<file path="src/rtl/random_num_generator_pkg.sv">
// rng_pkg: LFSR width, taps and reset seed shared by RTL and bench.
// lfsr_next gives the one-step Fibonacci successor of a state.
package rng_pkg;

  localparam int RNG_WIDTH = 4;
  localparam logic [RNG_WIDTH-1:0] RNG_TAPS = 4'b1100;
  localparam logic [RNG_WIDTH-1:0] RNG_RESET_SEED = 4'b0001;

  function automatic logic [RNG_WIDTH-1:0] lfsr_next(
    input logic [RNG_WIDTH-1:0] state,
    input logic [RNG_WIDTH-1:0] taps
  );
    return {state[RNG_WIDTH-2:0], ^(state & taps)};
  endfunction

endpackage

</file>
<file path="src/rtl/random_num_generator_if.sv">
// Seed-load strobe, seed value and random bit of the generator.
// The master drives load/seed; the slave returns out.
interface random_num_generator_if #(
  parameter int WIDTH = 4
);

  logic             load;
  logic [WIDTH-1:0] seed;
  logic             out;

  modport master (
    output load,
    output seed,
    input  out
  );

  modport slave (
    input  load,
    input  seed,
    output out
  );

endinterface

</file>
<file path="src/rtl/random_num_generator_lfsr_next_state.sv">
// Combinational Fibonacci LFSR step: shift left,
// feed the parity of the tapped bits into the LSB.
module lfsr_next_state #(
  parameter int WIDTH = 4
) (
  input  logic [WIDTH-1:0] state,
  input  logic [WIDTH-1:0] taps,
  output logic [WIDTH-1:0] next
);

  // shift with XOR feedback
  always_comb begin
    next = {state[WIDTH-2:0], ^(state & taps)};
  end

endmodule

</file>
<file path="src/rtl/random_num_generator.sv">
// Free-running LFSR random bit source with synchronous seed load.
// Define RNG_ZERO_GUARD_EN to replace any all-zero state with the reset seed.
module random_num_generator
  import rng_pkg::*;
#(
  parameter int               WIDTH      = RNG_WIDTH,
  parameter logic [WIDTH-1:0] TAPS       = RNG_TAPS,
  parameter logic [WIDTH-1:0] RESET_SEED = RNG_RESET_SEED
) (
  input logic                    clk,
  input logic                    rst,
  random_num_generator_if.slave  bus
);

  logic [WIDTH-1:0] state = RESET_SEED;
  logic [WIDTH-1:0] shifted;
  logic [WIDTH-1:0] nxt;

  lfsr_next_state #(
    .WIDTH (WIDTH)
  ) u_next (
    .state (state),
    .taps  (TAPS),
    .next  (shifted)
  );

  // load beats shift; optionally never let zero in
  always_comb begin
    nxt = shifted;
    if (bus.load) begin
      nxt = bus.seed;
    end
`ifdef RNG_ZERO_GUARD_EN
    if (nxt == '0) begin
      nxt = RESET_SEED;
    end
`endif
  end

  // state register, async reset to the seed
  always_ff @(posedge clk or posedge rst) begin
    if (rst) begin
      state <= RESET_SEED;
    end else begin
      state <= nxt;
    end
  end

  assign bus.out = state[WIDTH-1];

endmodule

</file>
<file path="src/flat_wrapper.sv">
// flat-port wrapper written by rule: the top's interface ports become plain ports
module random_num_generator_flat import rng_pkg::*;
#(
  parameter int               WIDTH      = RNG_WIDTH,
  parameter logic [WIDTH-1:0] TAPS       = RNG_TAPS,
  parameter logic [WIDTH-1:0] RESET_SEED = RNG_RESET_SEED
)
  (clk, rst, bus_load, bus_seed, bus_out);
  random_num_generator_if #(.WIDTH(WIDTH)) bus_i ();
  input logic clk;
  input logic rst;
  input wire logic [$bits(bus_i.load)-1:0] bus_load;
  input wire logic [$bits(bus_i.seed)-1:0] bus_seed;
  output wire logic [$bits(bus_i.out)-1:0] bus_out;
  assign bus_i.load = bus_load;
  assign bus_i.seed = bus_seed;
  assign bus_out = bus_i.out;
  random_num_generator #(.WIDTH(WIDTH), .TAPS(TAPS), .RESET_SEED(RESET_SEED)) u_core (.clk(clk), .rst(rst), .bus(bus_i));
endmodule
</file>
<file path="config.mk">
export PLATFORM = sky130hd
export DESIGN_NAME = random_num_generator_flat
export DESIGN_NICKNAME = d
export VERILOG_FILES = /design/src/rtl/random_num_generator_pkg.sv /design/src/rtl/random_num_generator_if.sv /design/src/rtl/random_num_generator_lfsr_next_state.sv /design/src/rtl/random_num_generator.sv /design/src/flat_wrapper.sv
export SDC_FILE = /design/constraint.sdc
export NUM_CORES = 1
export LEC_CHECK = 0
export ABC_CLOCK_PERIOD_IN_PS = 1690
export BUFFER_PORTS_ARGS = -buffer_cell sky130_fd_sc_hd__buf_4
export CAP_MARGIN = 20
export CORE_AREA = 2 2 39 41
export CTS_CLUSTER_DIAMETER = 150
export CTS_CLUSTER_SIZE = 16
export DETAILED_ROUTE_END_ITERATION = 6
export DIE_AREA = 0 0 41 43
export GPL_TIMING_DRIVEN = 0
export PLACE_DENSITY = 0.31
export SLEW_MARGIN = 25
export SYNTH_ARGS = -nofsm -noshare
export SYNTH_HDL_FRONTEND = slang
export SYNTH_SLANG_ARGS = --single-unit
</file>
<file path="constraint.sdc">
create_clock -name clk -period 1.69 [get_ports clk]
set_input_delay 0.0845 -clock clk [delete_from_list [all_inputs] [get_ports clk]]
set_output_delay 0.0845 -clock clk [all_outputs]
set_load 0.1 [all_outputs]
</file>
==> flow_summary.toml <==
[yosys]
ys_seq_elements = 4
synth_nets = 18
ys_seq_area_frac = 0.648
ys_top_cells_by_area = "dfrtp_1 48%, mux2_2 22%, dfstp_2 17%"
syn_inst = 11
synth_top_area_cell = "dfrtp_1"
ys_types = 7
yosysWarnings = 0
syn_area_um2 = 156
synth_area_per_cell_um2 = 14.2
synth_top_area_frac = 0.480

[place]
pre_cts_ws_ns = 0.896
gp_congestion = 0.650
portBuffers = 7

[floorplan]
dieArea_um2 = 1760
die_h_um = 43
ios = 8
start_util = 0.113
core-area_um2 = 1380
rows = 14
die_width_um = 41

[setup_path]
r2r_setup_slack_ns = 0.92
reg2reg_to = "u_core.state[0]"
critPathMaxFanout = 2
r2r-start = "u_core.state[3]"
critPathArrivalTime_ns = 0.90
cp_slowest_cell = "dfrtp_1"
end_kind = "output port"
worst-r2r-cell-count = 2
critPathBufInv = 1
setup.worst_path.start = "u_core.state[3]"
endpoint = "bus_out"
crit_path_max_incr_delay_ns = 0.36
cp_top_family = "flip-flops"
startpoint_type = "flip-flop"
path_depth = 1
cp_data_required_time_ns = 1.61
path_class = "reg2out"
crit_chain = "buf_4"

[drt]
via_per_inst = 3.03
wl_per_cell_um = 7.79
ant_nets = 0
dr.pass1.iters = 1
drt-total-wl_um = 304
drc = 0
drt-initial-drc-count = 0
num_vias = 118

[final_layout]
top_register = "u_core.state"
most-common-layout-cells = "7 x buf_4, 3 x mux2_2, 3 x clkbuf_4, 3 x dfrtp_1"
largest_reg_flops = 4
drive_above_1_share = 0.609
n_antenna_cell = 0
nNetsFinal = 31
utilization = 0.192
top_regs = "u_core.state (4)"
fillers = 157
layout_commonest_cell = "buf_4"
syn_to_final_growth_pct = 69.6

[power]
switchingPower_mw = 0.0739
p_int_mw = 0.223
seqPwrFrac = 0.386
sw_frac_of_total = 0.249
p_per_area_nw_per_um2 = 1120
total_power_mw = 0.297
ir_worst_vdd_v = 0.000343
leakage_nw = 0.121
clockPowerShare = 0.433
power_frac_comb = 0.181

[timing]
max_freq_mhz = 1020
slew_headroom = 0.816
setup_viol = 0
rsz0062_at_grt = "no"
finalSetupTns_ns = 0
fin_ws_ns = 0.710
finalHoldViolations = 0
fin_crit_sh = 0.580
worstMarginPinSlew_ns = 0.279
final.min_clock_period_ns = 0.980
slew_viol_final = 0
fin_skew_ns = 0.00654

[status]
status = "complete, no violations"

[flow_run]
maxCapViolations = 0

[global_route]
track_usage = 0.0515
grt_pass1_vias = 136
antenna_found_initial = 0
grt_overflow_total = 0
grt_pass1_wl_um = 510
grt_max_degree = 6

[worst_hold_path]
min-delay-path-class = "in2reg"
min_from = "bus_load"
holdPathStages = 2

[clock_network]
cts_root_buffer = "clkbuf_4"
cts_resized = 0
clk_pin_slew_ns = 0.04
cts_htree_levels = 1
cts_buffers = 3
cts_max_path_buffers = 2
clkLatencyLatePin_ns = 0.24
cts_tree = "done"
clock-sinks = 4
how the worst min path moves through the flow:
stage | end
finish | u_core.state[0]
global route | u_core.state[1]
CTS | u_core.state[2]
detailed placement | u_core.state[1]
global placement | u_core.state[1]
floorplan | u_core.state[1]
logic make-up after synthesis:
group                  synth area share
multiplexers                      0.216
buffers and inverters            0.0240
AO/OA/AOI/OAI                    0.0320
XOR/XNOR                         0.0560
flip-flops                        0.648
AND/OR/NAND/NOR                  0.0240
layout make-up:
| cell class | count | area [um^2] | area share |
|---|---|---|---|
| sequential | 4 | 101 | 0.382 |
| timing repair buffer | 8 | 62.6 | 0.236 |
| multi-input combinational | 6 | 51.3 | 0.193 |
| clock buffer | 4 | 26.3 | 0.0991 |
| tap | 16 | 20.0 | 0.0755 |
| inverter | 1 | 3.75 | 0.0142 |
cell usage after synthesis:
| cell type | instances |
|---|---|
| o21ai_0 | 1 |
| xnor2_1 | 1 |
| mux2_2 | 3 |
| dfstp_2 | 1 |
| dfrtp_1 | 3 |
| nand2_1 | 1 |
| inv_1 | 1 |
power by group through the flow:
stage | Clock [mW] | Combinational [mW] | Sequential, mW
4_1_cts | 0.136 | 0.0547 | 0.115
3_3_place_gp | 0 | 0.0524 | 0.116
6_report | 0.129 | 0.0537 | 0.115
2_1_floorplan | 0 | 0.0153 | 0.133
5_1_grt | 0.143 | 0.0583 | 0.117
3_5_place_dp | 0 | 0.0529 | 0.116
metal layers:
metal	share of wire	wire [um]	global-route usage	up-vias
li1	-	-	-	59
met1	0.46	139	0.0621	47
met2	0.33	99	0.0438	10
met3	0.15	47	0.0314	2
met4	0.059	18	0.0800	0
met5	0	0	0	-
per-stage QoR:
step / instances / area [um^2] / hold slack [ns]
after floorplan: 11 / 156 / -0.150
after global placement: 34 / 229 / -0.0213
after detailed placement: 34 / 229 / -0.0215
after CTS: 39 / 265 / 0.0776
after global routing: 39 / 265 / 0.0783
final: 39 / 265 / 0.0750
repair_timing:
item	in CTS	in global routing
hold endpoints to repair	4	0
setup buffers	0	0
hold buffers	1	0
No activity file was read; power rests on OpenSTA's default activity.
